<file path="config.mk">
export PLATFORM = sky130hd
export DESIGN_NAME = jtdsp16_do_ctl
export DESIGN_NICKNAME = d
export VERILOG_FILES = /design/src/rtl/jtdsp16_do_ctl.sv
export SDC_FILE = /design/constraint.sdc
export NUM_CORES = 1
export LEC_CHECK = 0
export ABC_AREA = 1
export BUFFER_PORTS_ARGS = -buffer_cell sky130_fd_sc_hd__buf_2
export CAP_MARGIN = 20
export CORE_MARGIN = 4
export CORE_UTILIZATION = 47
export DETAILED_ROUTE_END_ITERATION = 10
export PLACE_DENSITY = 0.8
export SYNTH_ARGS = -nofsm -noshare
export SYNTH_HDL_FRONTEND = slang
export SYNTH_SLANG_ARGS = --single-unit
</file>
<file path="constraint.sdc">
create_clock -name clk -period 1.8 [get_ports clk]
set_clock_uncertainty 0.1 [all_clocks]
set_input_delay 0.54 -clock clk [delete_from_list [all_inputs] [get_ports clk]]
set_output_delay 0.54 -clock clk [all_outputs]
set_load 0.01 [all_outputs]
</file>
<file path="src/rtl/jtdsp16_do_ctl.sv">
// jtdsp16_do_ctl: do/redo loop sequencer driving XAAU loop-control strobes
module jtdsp16_do_ctl (
  input  logic        clk,
  input  logic        rst,
  input  logic        ph1,
  input  logic        do_en,
  input  logic        redo,
  input  logic [10:0] do_data,
  input  logic        do_stall,
  output logic        do_start,
  output logic        do_save,
  output logic        do_redo,
  output logic        do_out,
  output logic        do_short,
  output logic [3:0]  do_pc,
  output logic        do_busy,
  output logic [6:0]  debug_k
);
  logic       active;
  logic [3:0] n_reg;
  logic [6:0] k_cnt;
  logic [3:0] n;
  logic [6:0] k;
  logic       acc;
  logic       last;
  assign n        = do_data[10:7];
  assign k        = do_data[6:0];
  assign acc      = do_en & ~active & (k != 7'd0) & (redo ? n_reg != 4'd0 : n != 4'd0);
  assign last     = do_pc == n_reg - 4'd1;
  assign do_start = acc;
  assign do_save  = acc & ~redo;
  assign do_redo  = acc & redo;
  assign do_out   = active & ~do_stall & last & (k_cnt == 7'd1);
  assign do_short = n_reg == 4'd1;
  assign do_busy  = active;
  assign debug_k  = k_cnt;
  always_ff @(posedge clk) begin
    if (rst) begin
      active <= 1'b0;
      n_reg  <= 4'd0;
      k_cnt  <= 7'd0;
      do_pc  <= 4'd0;
    end else if (ph1) begin
      if (acc) begin
        active <= 1'b1;
        do_pc  <= 4'd0;
        k_cnt  <= k;
        n_reg  <= redo ? n_reg : n;
      end else if (active && !do_stall) begin
        do_pc  <= last ? 4'd0 : do_pc + 4'd1;
        k_cnt  <= last ? k_cnt - 7'd1 : k_cnt;
        active <= !(last && k_cnt == 7'd1);
      end
    end
  end
endmodule

</file>
==> metrics.csv, run 1 <==
metric;value;unit
CTS Root Cell;clkbuf_4;
Worst path max stage delay;0.35;ns
clock power share;20.4;%
register area share after synthesis;25.7;%
Switching Fraction;35.7;%
Psw;347;uW
std cell rows;18;
Die ar.;0.00355;mm^2
failing checks;negative setup slack;
Pre-Repair DR Iteration Count;4;
number of synthesized flops with an enable pin;0;
ys flop type;dfxtp_1;
Cell variety after synth;27;
Net Count, Synth;226;
critical path arrival;1.68;ns
Overall Power;973;uW
most common cell after layout, fill and taps aside;nand2_1;
fmax;431;MHz
Max stage delay cell, worst path;dfxtp_2;
Compound-Gate Fraction of Synth Area;7.92;%
minimum clock period;2.32;ns
P_int;626;uW
Synth-to-Final Area Change;66.7;%
VDD IR max;548;uV
most frequent cells in the layout;51 x nand2_1, 40 x buf_4, 30 x buf_2;
routed vias/inst;5.21;
Via Count;1640;
Max clock buf depth;2;
Final ANT Viol Nets;0;
pwr dens;467;mW/mm^2
antenna violations before repair;0;
largest family of logic cells by synthesized area;simple AND/OR/NAND/NOR gates;
TritonCTS clock tree;built;
initial drt markers;85;
Async S/R FF share, synth;0;%
I/O Buffers;33;
FF/Latch Area;323;um^2
CTS Buf Count;3;
first-pass GRT wire length;6.32;mm
crit-path max FO;2;
Critical Path Start Type;flop;
I/O Pins;34;
synthesized area per cell;6.15;um^2
multi-input logic area;975;um^2
Worst setup EP type;output pin;
# setup viols final;21;
Largest register FFs;7;
hpwl dp;2.78;mm
Synth Instances;203;
Combinational Power Share;40.9;%
die width;59.5;um
Place WS;-0.284;ns
design area;0.00208;mm^2
Leak;1.09;nW
drt drc;0;
mux cell area share after synthesis;0;%
setup ws final;-0.519;ns
layout cells sized above 1;46.0;%
WL per Instance;14.2;um
Placement Cell Area;0.00179;mm^2
CTS Hold Bufs;0;
cell family with the largest share of critical-path delay;simple AND/OR/NAND/NOR gates;
WP data required;1.16;ns
Post-Syn Area;0.00125;mm^2
yosys synthesis warning count;0;
WP buf/inv;2;
Relative slew margins;76.5;%
Hold Vio Cnt, Final;0;
flops & latches, synth;16;
worst-path cell chain;inv_2 -> ha_4 -> xor2_1 -> nand2_1 -> nor2_2 -> nand2_2 -> nor4_4 -> buf_2;
xor/xnor share of the synthesized area;5.61;%
fin crit share;129;%
clock sink count;16;
crit path kind;flop to output pin;
RSZ-0062 raised after global routing;yes;
area share of and/or/nand/nor cells after synthesis;42.8;%
Placer Congestion;0.908;
WL final;4.46;mm
vias in the first global route;1510;
pin count of the biggest net entering global routing;10;
Core Footprint;0.00250;mm^2
worst-skew pair later-pin latency;0.30;ns
max_cap viols;0;
clock-pin slew on the worst setup and hold paths;0.10;ns
status;complete, but fails checks;
die height;59.5;um
Initial Utilization;49.9;%
Pins Over Slew Limit;0;
HP Class;input pin to flop;
GRT Resource Usage Total;23.6;%
total gr overflow;0;
Sequential Power Share;38.7;%
ANT cells;0;
H-tree levels;1;
Worst-Margin Slew;0.350;ns
post-synthesis adder-cell area fraction;6.01;%
# fillers;154;
Post-layout nets;310;
WHS;0.389;ns
==> Yosys cell counts (2+ instances only) <==
cell	instances	share of area, %
nand4_1	3	1.5
o21ai_1	2	0.80
inv_2	2	0.60
a21oi_1	9	3.6
nor2_2	2	1.0
o21ai_0	2	0.80
buf_6	2	1.8
xor2_1	6	4.2
inv_1	29	8.7
ha_1	6	6.0
nor3_1	2	0.80
nand3_1	18	7.2
nor2_1	26	7.8
nand2_1	61	18
xnor2_1	2	1.4
a21oi_2	2	1.4
nand2_2	4	2.0
dfxtp_1	16	26
==> power by group through the flow <==
stage | clock network, mW | registers, mW | logic, mW
3_5_place_dp | 0 | 0.384 | 0.317
5_1_grt | 0.215 | 0.378 | 0.435
2_1_floorplan | 0 | 0.393 | 0.171
3_3_place_gp | 0 | 0.383 | 0.308
4_1_cts | 0.197 | 0.376 | 0.361
6_report | 0.198 | 0.376 | 0.398
==> metal layers <==
metal	up-vias	track usage [%]	wire length, um
met2	71	42.7	2240
met5	-	0	0
met3	17	1.96	314
met4	0	9.18	138
met1	759	28.3	1770
li1	793	-	-
==> final cells by class <==
cell class | count | area share (%)
Multi-Input combinational cell | 152 | 46.8
Timing Repair Buffer | 82 | 28.5
Sequential cell | 16 | 15.5
Inverter | 32 | 6.25
Tap cell | 30 | 1.80
Clock buffer | 3 | 1.08
==> cells by family after synthesis <==
logic type	Yosys count
AO/OA/AOI/OAI	16
XOR/XNOR	8
adder cells (fa/ha/maj)	6
buffers and inverters	35
flip-flops	16
AND/OR/NAND/NOR	122
==> stage by stage <==
step / instances / utilization [%] / setup TNS, ns
after floorplan: 203 / - / -0.236
after detailed placement: 304 / 71.4 / -4.04
after global routing: 315 / 83.3 / -8.59
final: 315 / 83.3 / -6.74
after global placement: 304 / 71.4 / -3.40
after CTS: 314 / 78.9 / -6.48
==> worst paths after layout <==
| kind | end | depth (start not counted) | start | slack (ns) |
|---|---|---|---|---|
| setup / recovery | do_out | 8 | n_reg[1] | -0.52 |
| hold / removal | n_reg[3] | 2 | rst | 0.39 |
| setup reg to reg | do_pc[3] | 15 | n_reg[0] | -0.43 |
| hold reg to reg | n_reg[1] | 2 | n_reg[1] | 0.40 |
==> what timing repair did <==
item,4_1_cts,5_1_grt
pin swaps,7,9
setup endpoints to repair,21,21
gates resized for setup,25,26
endpoints found under the hold margin,0,0
setup buffers,7,3
(Power assumes the default switching activity.)
==> inputs of run 2 (changes only) <==
- BUFFER_PORTS_ARGS: -buffer_cell sky130_fd_sc_hd__buf_2 -> not set
- CORE_UTILIZATION: 47 -> 56
- DONT_BUFFER_PORTS: not set -> 1
- PLACE_DENSITY: 0.8 -> 0.78
==> run 2 against run 1 <==
Compared with the run above: the flow still finishes with violations (negative setup slack); global-route usage hardly changed; sequential power hardly changed; clock-buffer cell count stayed put; via count is 13% lower; maximum frequency is 3.1% higher; combinational power is 24% lower; worst hold slack worse by 0.19 ns; sequential share of layout area is 3.2 points higher; critical path depth is 1 lower; worst setup slack better by 0.069 ns; die area is 14% lower; utilization is 1.0 points higher; critical endpoint unchanged.
==> metrics.csv, run 2 (synthesis results as in run 1) <==
metric;value;unit
Synth-to-Final Area Change;37.9;%
antenna violations before repair;0;
# setup viols final;17;
Post-layout nets;263;
Initial Utilization;61.2;%
pwr dens;508;mW/mm^2
CTS Hold Bufs;0;
Switching Fraction;34.2;%
most common cell after layout, fill and taps aside;nand2_1;
total gr overflow;0;
Hold Vio Cnt, Final;0;
Leak;0.861;nW
HP Class;input pin to flop;
Final ANT Viol Nets;0;
WP data required;1.16;ns
busiest layer in global routing;met2;
WHS;0.197;ns
CTS Root Cell;clkbuf_4;
Place WS;-0.236;ns
Worst setup EP type;output pin;
dpl cells;257;
hpwl dp;2.66;mm
Critical Path Start Type;flop;
Die ar.;0.00305;mm^2
crit-path max FO;3;
die height;55.2;um
initial drt markers;50;
Via Count;1424;
Psw;299;uW
fin crit share;125;%
I/O Buffers;0;
GRT Resource Usage Total;23.6;%
minimum clock period;2.25;ns
clock power share;22.3;%
crit path kind;flop to output pin;
TritonCTS clock tree;built;
CTS Buf Count;3;
WL per Instance;13.6;um
std cell rows;16;
first-pass GRT wire length;5.94;mm
clock sink count;16;
Max clock buf depth;2;
fmax;445;MHz
layout cells sized above 1;33.6;%
VDD IR max;431;uV
grt met1 use;28.5;%
Pins Over Slew Limit;0;
status;complete, but fails checks;
Combinational Power Share;34.4;%
Relative slew margins;78.9;%
Sequential Power Share;43.3;%
worst-skew pair later-pin latency;0.28;ns
vias in the first global route;1361;
met2 usage;40.2;%
Placer Congestion;0.942;
pin count of the biggest net entering global routing;10;
RSZ-0062 raised after global routing;yes;
Core Footprint;0.00204;mm^2
most frequent cells in the layout;51 x nand2_1, 26 x inv_1, 25 x buf_4;
Largest register FFs;7;
filler-free cell count of the finished design;265;
failing checks;negative setup slack;
Worst-Margin Slew;0.314;ns
WL final;3.61;mm
R2R cell count;14;
die width;55.2;um
clock-pin slew on the worst setup and hold paths;0.10;ns
P_int;575;uW
drt drc;0;
setup ws final;-0.449;ns
Pre-Repair DR Iteration Count;4;
Hold Path Depth;1;
critical path arrival;1.61;ns
# fillers;130;
M3 GR Usage;7.46;%
TNS Setup;-5.69;ns
H-tree levels;1;
I/O Pins;34;
routed vias/inst;5.37;
max_cap viols;0;
ANT cells;0;
==> run 2: cell types whose count changed in the layout (fill, tap and decap cells not counted), moves of 2 or more <==
cell / delta
buf_2: -30
buf_4: -15
nand2_2: +3
inv_4: +2
nand2_8: -2
nand3_1: +2
nand3_2: -2
==> run 2: area by class of cell <==
cell class	count	area, um^2	area share (%)
multi-input combinational	152	915	53.1
sequential	16	323	18.8
timing repair buffer	35	300	17.4
inverter	32	128	7.41
tap	27	33.8	1.96
clock buffer	3	22.5	1.31
==> run 2: worst max-delay path, stage by stage, from the launching register on <==
cell and delay [ns]:
dfxtp_2 0.35, inv_2 0.06, ha_4 0.26, xor2_1 0.14, nand2_1 0.08, nor2_2 0.12
nand2_2 0.10, nor4_4 0.23
==> run 2: power groups by stage <==
stage          sequential [mW]  clock, mW  combinational (mW)
2_1_floorplan            0.393          0               0.171
3_3_place_gp             0.385          0               0.245
3_5_place_dp             0.386          0               0.253
4_1_cts                  0.378      0.195               0.290
5_1_grt                  0.380      0.207               0.334
6_report                 0.378      0.195               0.301
==> run 2: metrics by stage <==
| stage | utilization (%) | area (um^2) | power, mW |
|---|---|---|---|
| finish | 84.3 | 1720 | 0.874 |
| global placement | 74.5 | 1520 | 0.631 |
| detailed placement | 74.5 | 1520 | 0.639 |
| global route | 84.3 | 1720 | 0.921 |
| floorplan | - | 1290 | 0.564 |
| CTS | 83.4 | 1700 | 0.863 |
==> run 2: per-layer routing <==
| layer | routed length, um | vias to the layer above |
|---|---|---|
| met5 | 0 | - |
| met4 | 59 | 0 |
| met3 | 316 | 8 |
| met2 | 1730 | 62 |
| met1 | 1500 | 651 |
| li1 | - | 703 |
==> run 2: timing repair <==
action | in CTS | in global routing
endpoints found under the setup margin | 21 | 21
pin swaps | 11 | 14
buffers inserted | 5 | 0
gates resized for setup | 32 | 7
==> run 2: worst paths after layout <==
path                  from         end  slack [ns]
setup / recovery  n_reg[0]      do_out       -0.45
hold / removal         rst    n_reg[1]        0.20
setup reg to reg  n_reg[1]  debug_k[4]       -0.37
hold reg to reg   n_reg[1]    n_reg[1]        0.40
